## src/rtl/nes_vga_scaler_pkg.sv

```systemverilog
// nes_vga_pkg: shared constants for the NES-to-VGA scaler.
//   NES_PALETTE : 64-entry 12-bit RGB palette ROM ({r,g,b}, 4 bits each)
//   WIN_W/WIN_H : size of the 2x-scaled window in VGA pixels
//   FETCH_*     : v_cnt values that trigger line fetches
//   fetch_state_t : line-fetch FSM encoding
package nes_vga_pkg;

  localparam int WIN_W = 512;
  localparam int WIN_H = 480;

  localparam logic [9:0] FETCH_LINE0_V = 10'd522;
  localparam logic [9:0] FETCH_LAST_V  = 10'd476;

  typedef enum logic {
    ST_IDLE  = 1'b0,
    ST_FETCH = 1'b1
  } fetch_state_t;

  localparam logic [11:0] NES_PALETTE [0:63] = '{
    12'h666, 12'h02A, 12'h11B, 12'h30A, 12'h507, 12'h604, 12'h600, 12'h420,
    12'h230, 12'h040, 12'h040, 12'h031, 12'h035, 12'h000, 12'h000, 12'h000,
    12'hAAA, 12'h15E, 12'h43F, 12'h72F, 12'hA1C, 12'hB16, 12'hB30, 12'h950,
    12'h670, 12'h380, 12'h090, 12'h074, 12'h067, 12'h000, 12'h000, 12'h000,
    12'hFFF, 12'h6AF, 12'h98F, 12'hC7F, 12'hF6F, 12'hF6B, 12'hF86, 12'hEA4,
    12'hBC3, 12'h8D4, 12'h5E7, 12'h4DB, 12'h4CD, 12'h444, 12'h000, 12'h000,
    12'hFFF, 12'hBDF, 12'hCCF, 12'hEBF, 12'hFBF, 12'hFBE, 12'hFCB, 12'hFDA,
    12'hEE9, 12'hCF9, 12'hAFB, 12'h9FE, 12'h9EF, 12'hBBB, 12'h000, 12'h000
  };

endpackage

```

## src/rtl/nes_vga_scaler_line_buffer.sv

```systemverilog
// nes_line_buffer: two 256x6 line banks in one 512x6 RAM.
//   clk     : clock
//   wr_en   : write strobe
//   wr_addr : {bank, x} write address
//   wr_data : palette index to store
//   rd_addr : {bank, x} read address
//   rd_data : registered read data (one cycle after rd_addr)
// No reset on the array or read register so that it maps onto RAM.
module nes_line_buffer (
  input  logic       clk,
  input  logic       wr_en,
  input  logic [8:0] wr_addr,
  input  logic [5:0] wr_data,
  input  logic [8:0] rd_addr,
  output logic [5:0] rd_data
);

  logic [5:0] mem [0:511];

  always_ff @(posedge clk) begin
    if (wr_en) mem[wr_addr] <= wr_data;
    rd_data <= mem[rd_addr];
  end

endmodule

```

## src/rtl/nes_vga_scaler.sv

```systemverilog
// nes_vga_scaler: fetches NES frame-buffer lines into ping-pong line
// buffers and emits a 2x-scaled, horizontally centred 12-bit RGB stream.
//   clk, rst          : pixel clock, async active-high reset
//   h_cnt, v_cnt      : timing-generator position
//   h_sync, v_sync    : active-low syncs in; blank: 1 = not visible
//   fb_req, fb_addr   : line-fetch request and {nes_y, nes_x} address
//   fb_ack, fb_data   : fetch acknowledge and palette index
//   vga_r/g/b         : pixel colour, 2 cycles behind the inputs
//   vga_hs, vga_vs    : syncs delayed 2 cycles to match the colour path
//   underrun          : sticky, a fetch was still running at next trigger
module nes_vga_scaler
  import nes_vga_pkg::*;
#(
  parameter logic [11:0] BORDER_RGB = 12'h000,
  parameter logic [9:0]  H_START    = 10'd64
) (
  input  logic        clk,
  input  logic        rst,
  input  logic [9:0]  h_cnt,
  input  logic [9:0]  v_cnt,
  input  logic        h_sync,
  input  logic        v_sync,
  input  logic        blank,
  output logic        fb_req,
  output logic [15:0] fb_addr,
  input  logic        fb_ack,
  input  logic [5:0]  fb_data,
  output logic [3:0]  vga_r,
  output logic [3:0]  vga_g,
  output logic [3:0]  vga_b,
  output logic        vga_hs,
  output logic        vga_vs,
  output logic        underrun
);

  fetch_state_t state, state_nxt;
  logic [7:0]   x_q, x_nxt, y_q, y_nxt;
  logic         underrun_nxt;
  logic         trig;
  logic [7:0]   trig_line;
  logic         wr_en;

  // Line 0 is fetched during vertical blank; every even visible line
  // fetches the NES line shown on the next pair of VGA lines.
  always_comb begin
    trig      = 1'b0;
    trig_line = 8'd0;
    if (h_cnt == 10'd0) begin
      if (v_cnt == FETCH_LINE0_V) begin
        trig = 1'b1;
      end else if (!v_cnt[0] && (v_cnt <= FETCH_LAST_V)) begin
        trig      = 1'b1;
        trig_line = v_cnt[8:1] + 8'd1;
      end
    end
  end

  always_comb begin
    state_nxt    = state;
    x_nxt        = x_q;
    y_nxt        = y_q;
    underrun_nxt = underrun;
    wr_en        = 1'b0;
    case (state)
      ST_IDLE: begin
        if (trig) begin
          state_nxt = ST_FETCH;
          x_nxt     = 8'd0;
          y_nxt     = trig_line;
        end
      end
      ST_FETCH: begin
        if (fb_ack) begin
          wr_en = 1'b1;
          x_nxt = x_q + 8'd1;
          if (x_q == 8'hFF) state_nxt = ST_IDLE;
        end
        // A late trigger abandons the current line; the acked word above
        // is still written before the restart.
        if (trig) begin
          underrun_nxt = 1'b1;
          state_nxt    = ST_FETCH;
          x_nxt        = 8'd0;
          y_nxt        = trig_line;
        end
      end
      default: state_nxt = ST_IDLE;
    endcase
  end

  always_ff @(posedge clk or posedge rst) begin
    if (rst) begin
      state    <= ST_IDLE;
      x_q      <= 8'd0;
      y_q      <= 8'd0;
      underrun <= 1'b0;
    end else begin
      state    <= state_nxt;
      x_q      <= x_nxt;
      y_q      <= y_nxt;
      underrun <= underrun_nxt;
    end
  end

  assign fb_req  = (state == ST_FETCH);
  assign fb_addr = {y_q, x_q};

  // Window decode: unsigned 10-bit offset from H_START, halved for nes_x.
  logic [9:0] h_off;
  logic       in_win;
  logic [5:0] pix_idx;

  assign h_off  = h_cnt - H_START;
  assign in_win = (h_cnt >= H_START) && (h_off < 10'(WIN_W)) &&
                  (v_cnt < 10'(WIN_H));

  nes_line_buffer u_line_buffer (
    .clk     (clk),
    .wr_en   (wr_en),
    .wr_addr ({y_q[0], x_q}),
    .wr_data (fb_data),
    .rd_addr ({v_cnt[1], h_off[8:1]}),
    .rd_data (pix_idx)
  );

  logic        win_d1, blank_d1;
  logic        hs_d1, vs_d1;
  logic [11:0] rgb;

  always_ff @(posedge clk or posedge rst) begin
    if (rst) begin
      win_d1   <= 1'b0;
      blank_d1 <= 1'b1;
      hs_d1    <= 1'b1;
      vs_d1    <= 1'b1;
      vga_hs   <= 1'b1;
      vga_vs   <= 1'b1;
      rgb      <= 12'h000;
    end else begin
      win_d1   <= in_win;
      blank_d1 <= blank;
      hs_d1    <= h_sync;
      vs_d1    <= v_sync;
      vga_hs   <= hs_d1;
      vga_vs   <= vs_d1;
      if (blank_d1)     rgb <= 12'h000;
      else if (!win_d1) rgb <= BORDER_RGB;
      else              rgb <= NES_PALETTE[pix_idx];
    end
  end

  assign vga_r = rgb[11:8];
  assign vga_g = rgb[7:4];
  assign vga_b = rgb[3:0];

endmodule

```

## config.mk

```make
export PLATFORM = sky130hd
export DESIGN_NAME = nes_vga_scaler
export DESIGN_NICKNAME = d
export VERILOG_FILES = /design/src/rtl/nes_vga_scaler_pkg.sv /design/src/rtl/nes_vga_scaler_line_buffer.sv /design/src/rtl/nes_vga_scaler.sv
export SDC_FILE = /design/constraint.sdc
export NUM_CORES = 2
export LEC_CHECK = 0
export BUFFER_PORTS_ARGS = -buffer_cell sky130_fd_sc_hd__buf_2
export CORE_MARGIN = 2
export CORE_UTILIZATION = 45
export DETAILED_ROUTE_END_ITERATION = 7
export PLACE_DENSITY = 0.57
export SETUP_SLACK_MARGIN = 0.02
export SYNTH_ARGS = -nofsm -noshare
export SYNTH_HDL_FRONTEND = slang
export SYNTH_SLANG_ARGS = --single-unit
```

## constraint.sdc

```tcl
create_clock -name clk -period 2.9 [get_ports clk]
set_input_delay 0.435 -clock clk [delete_from_list [all_inputs] [get_ports clk]]
set_output_delay 0.435 -clock clk [all_outputs]
set_load 0.03 [all_outputs]
```

==> qor.csv <==
metric,value,unit
status,finished clean,
sw frac,22.47,%
CTS Buf Count,329,
max cap viols,0,
number of synthesized flops with an enable pin,3072,
vias in the first global route,68495,
"Clk pin slew, worst setup/hold paths",0.06,ns
top post-synthesis cells by area,"edfxtp_1, mux4_2, mux2i_1",
most frequent cell after synthesis,edfxtp_1,
critical path data required time,3.65,ns
fin worst setup slack,0.04048,ns
io pins,64,
routing usage on met1,39.13,%
Hold Path Class,primary input to register,
CP Data Arrival Time,3.61,ns
sequential cell area fraction in the yosys report,75.41,%
M2 GR Usage,43.04,%
Post-Syn Instances,6204,
WL per Instance,34.39,um
H-tree depth,5,
TritonCTS Sinks,3114,
Top Usage Layer GRT,met2,
CTS tree,done,
combinational fraction of design power,6.9,%
worst r2r dst,u_line_buffer.mem[289][0],
share of layout cells above drive strength 1,32.09,%
drt drc,0,
Syn Nets,6255,
GRT Total Usage,27.56,%
synth warn,0,
startpoint types,primary input,
post-DP HPWL,256700,um
Max Fclk,349.7,MHz
hold_sp,fb_data[3],
met3 Usage GRT,4.976,%
initial DRC count,9632,
die area,279100,um^2
Synth area leader,edfxtp_1,
Netlist Area Pre-Place,123700,um^2
worst-margin pin slew,1.253,ns
CTS root buffer,clkbuf_16,
vias post-DR,69208,
largest net degree at the start of global routing,119,
I/O Buffers,63,
worst r2r src,y_q[0],
Netlist cell types,89,
"FFs w/ async S/R, synth",1.156,%
RSZ-0062 raised after global routing,true,
Tot Pwr,96.79,mW
R2R Setup Slk,0.06,ns
CP max stage delay,0.82,ns
critical path class,primary input to register,
antenna violations before repair,20,
die height,528.3,um
drt pass-1 iters,7,
floorplan core area,273600,um^2
Peak supply drop,0.4381,mV
P&R area growth vs syn,19.60,%
fin util,54.07,%
relative max-transition margin,15.39,%
DP Cell Count,10660,
CTS max path bufs,4,
Hold Path Cell Cnt,1,
internal power,75.04,mW
number of hold violations in the final report,0,
# setup viols final,0,
hold endpoint,u_line_buffer.mem[201][3],
Post-CTS Setup Bufs,0,
critical path's top delay family,compound AO/OA/AOI/OAI gates,
Filler Cell Count,21112,
ANT nets after route,0,
Initial Utilization,45.21,%
Net Sw Power,21.75,mW
Yosys top cell area share,74.58,%
"most used cell, CP",buf_12,
Clock Latency Late Sink,0.90,ns
crit path buf inv count,4,
worst slack at placement,-0.8830,ns
Seq cells post-synth,3114,
Worst path slowest cell,o41ai_1,
final worst path period share,98.60,%
crit path max fanout,19,
PD cells,654.3,nW/um^2
"Slew Viols, Final",0,
ys flop type,edfxtp_1,
row cnt,192,
Clk pwr share,41.8,%
GP Congestion,0.8883,
final cell count without fillers,11276,
"Cell Chain, Critical Path","buf_12, buf_12, buf_12, buf_4, mux4_2, nor2_1, a311oi_1, a22oi_1, a31oi_1, o41ai_1, nor4_1",
final WL,387800,um
Mean Syn Cell Area,19.94,um^2
final net count,7475,
global-route wire length before repair,539300,um
Synth top cells by count,"edfxtp_1, mux4_2, nor2_1, mux2i_1, nand2_1",
clk_skew,0.07569,ns
grt total ovfl,0,
DIE WIDTH,528.3,um
Reg2Reg Depth,4,
vias per cell,6.138,
Leakage,49.37,nW
Period minus WS final,2.860,ns
sequential share of power,51.2,%
Crit. End Element,register,
==> layer usage <==
metal / wire length (um) / up-vias
li1: - / 28071
met1: 155000 / 36639
met2: 180500 / 3804
met3: 36800 / 686
met4: 15380 / 8
met5: 51 / -
==> cell usage in the layout, fill, tap and decap left out, types with 52 or more instances in the layout <==
cell	instances
nor2_1	575
clkinv_2	63
mux4_2	656
o21ai_0	81
clkbuf_16	337
buf_12	169
clkinv_1	80
a22oi_1	70
mux2i_1	271
a21oi_1	98
o221ai_1	52
buf_4	1045
clkbuf_1	64
nand2_1	233
nand3_1	57
edfxtp_1	3072
buf_2	52
==> power by group through the flow <==
| stage | Combinational, mW | Sequential, mW | Clock (mW) |
|---|---|---|---|
| after floorplan | 3.01 | 50.5 | 0 |
| after global placement | 6.56 | 50.5 | 0 |
| after detailed placement | 6.61 | 50.5 | 0 |
| after CTS | 6.66 | 49.6 | 41.0 |
| after global routing | 6.95 | 49.6 | 42.7 |
| final | 6.70 | 49.6 | 40.5 |
==> cell families (layout without fill, tap and decap cells) <==
group                    count (synthesis)  in the layout  share of synthesized area, %
AO/OA/AOI/OAI                          591            591                         3.450
XOR/XNOR                                13             13                       0.09205
adder cells (fa/ha/maj)                 19             19                        0.1922
buffers and inverters                  427           1902                         2.121
flip-flops                            3114           3114                         75.41
multiplexers                           990            990                         15.15
other                                    0              8                             0
AND/OR/NAND/NOR                       1050           1050                         3.589
==> repair_timing <==
item	4_1_cts	5_1_grt
hold buffers	22	0
setup endpoints to repair	7	19
resized for setup	2	3
hold endpoints to repair	86	0
==> stage by stage <==
| stage | setup TNS (ns) | cell area [um^2] | hold slack, ns |
|---|---|---|---|
| floorplan | 0 | 123700 | 0.3452 |
| global placement | -13.15 | 137500 | 0.3455 |
| detailed placement | -13.03 | 137500 | 0.3475 |
| CTS | 0 | 147900 | 0.001633 |
| global route | -0.05169 | 147900 | 0.02069 |
| finish | 0 | 147900 | 0.03800 |
==> state kept, by name (all words and copies together) (netlist names), 6 cells and up <==
name,cells
rgb,12
u_line_buffer.mem,3072
x_q,8
y_q,8
u_line_buffer.rd_data,6
==> area by class of cell <==
class	instances	area, um^2	area share (%)
flip-flops and latches	3114	93280	63.05
multi-input cells	2663	28030	18.95
repair buffers	1298	11850	8.011
clock buffers	403	8701	5.881
well taps	3589	4491	3.035
clock inverters	183	1490	1.007
inverters	18	81.33	0.05497
diodes	8	20.02	0.01353
==> how the worst max path moves through the flow <==
| stage | startpoint | endpoint | slack [ns] | cells after the start |
|---|---|---|---|---|
| after detailed placement | h_cnt[1] | u_line_buffer.rd_data[1] | -0.88 | 11 |
| after global placement | h_cnt[1] | u_line_buffer.rd_data[3] | -1.36 | 11 |
| after global routing | y_q[0] | u_line_buffer.mem[289][2] | -0.01 | 4 |
| after CTS | u_line_buffer.mem[73][1] | u_line_buffer.rd_data[1] | 0.08 | 7 |
| final | h_cnt[1] | u_line_buffer.rd_data[1] | 0.04 | 11 |
| after floorplan | h_cnt[6] | u_line_buffer.rd_data[4] | 0.05 | 11 |
Power figures use the tool's default switching activity.
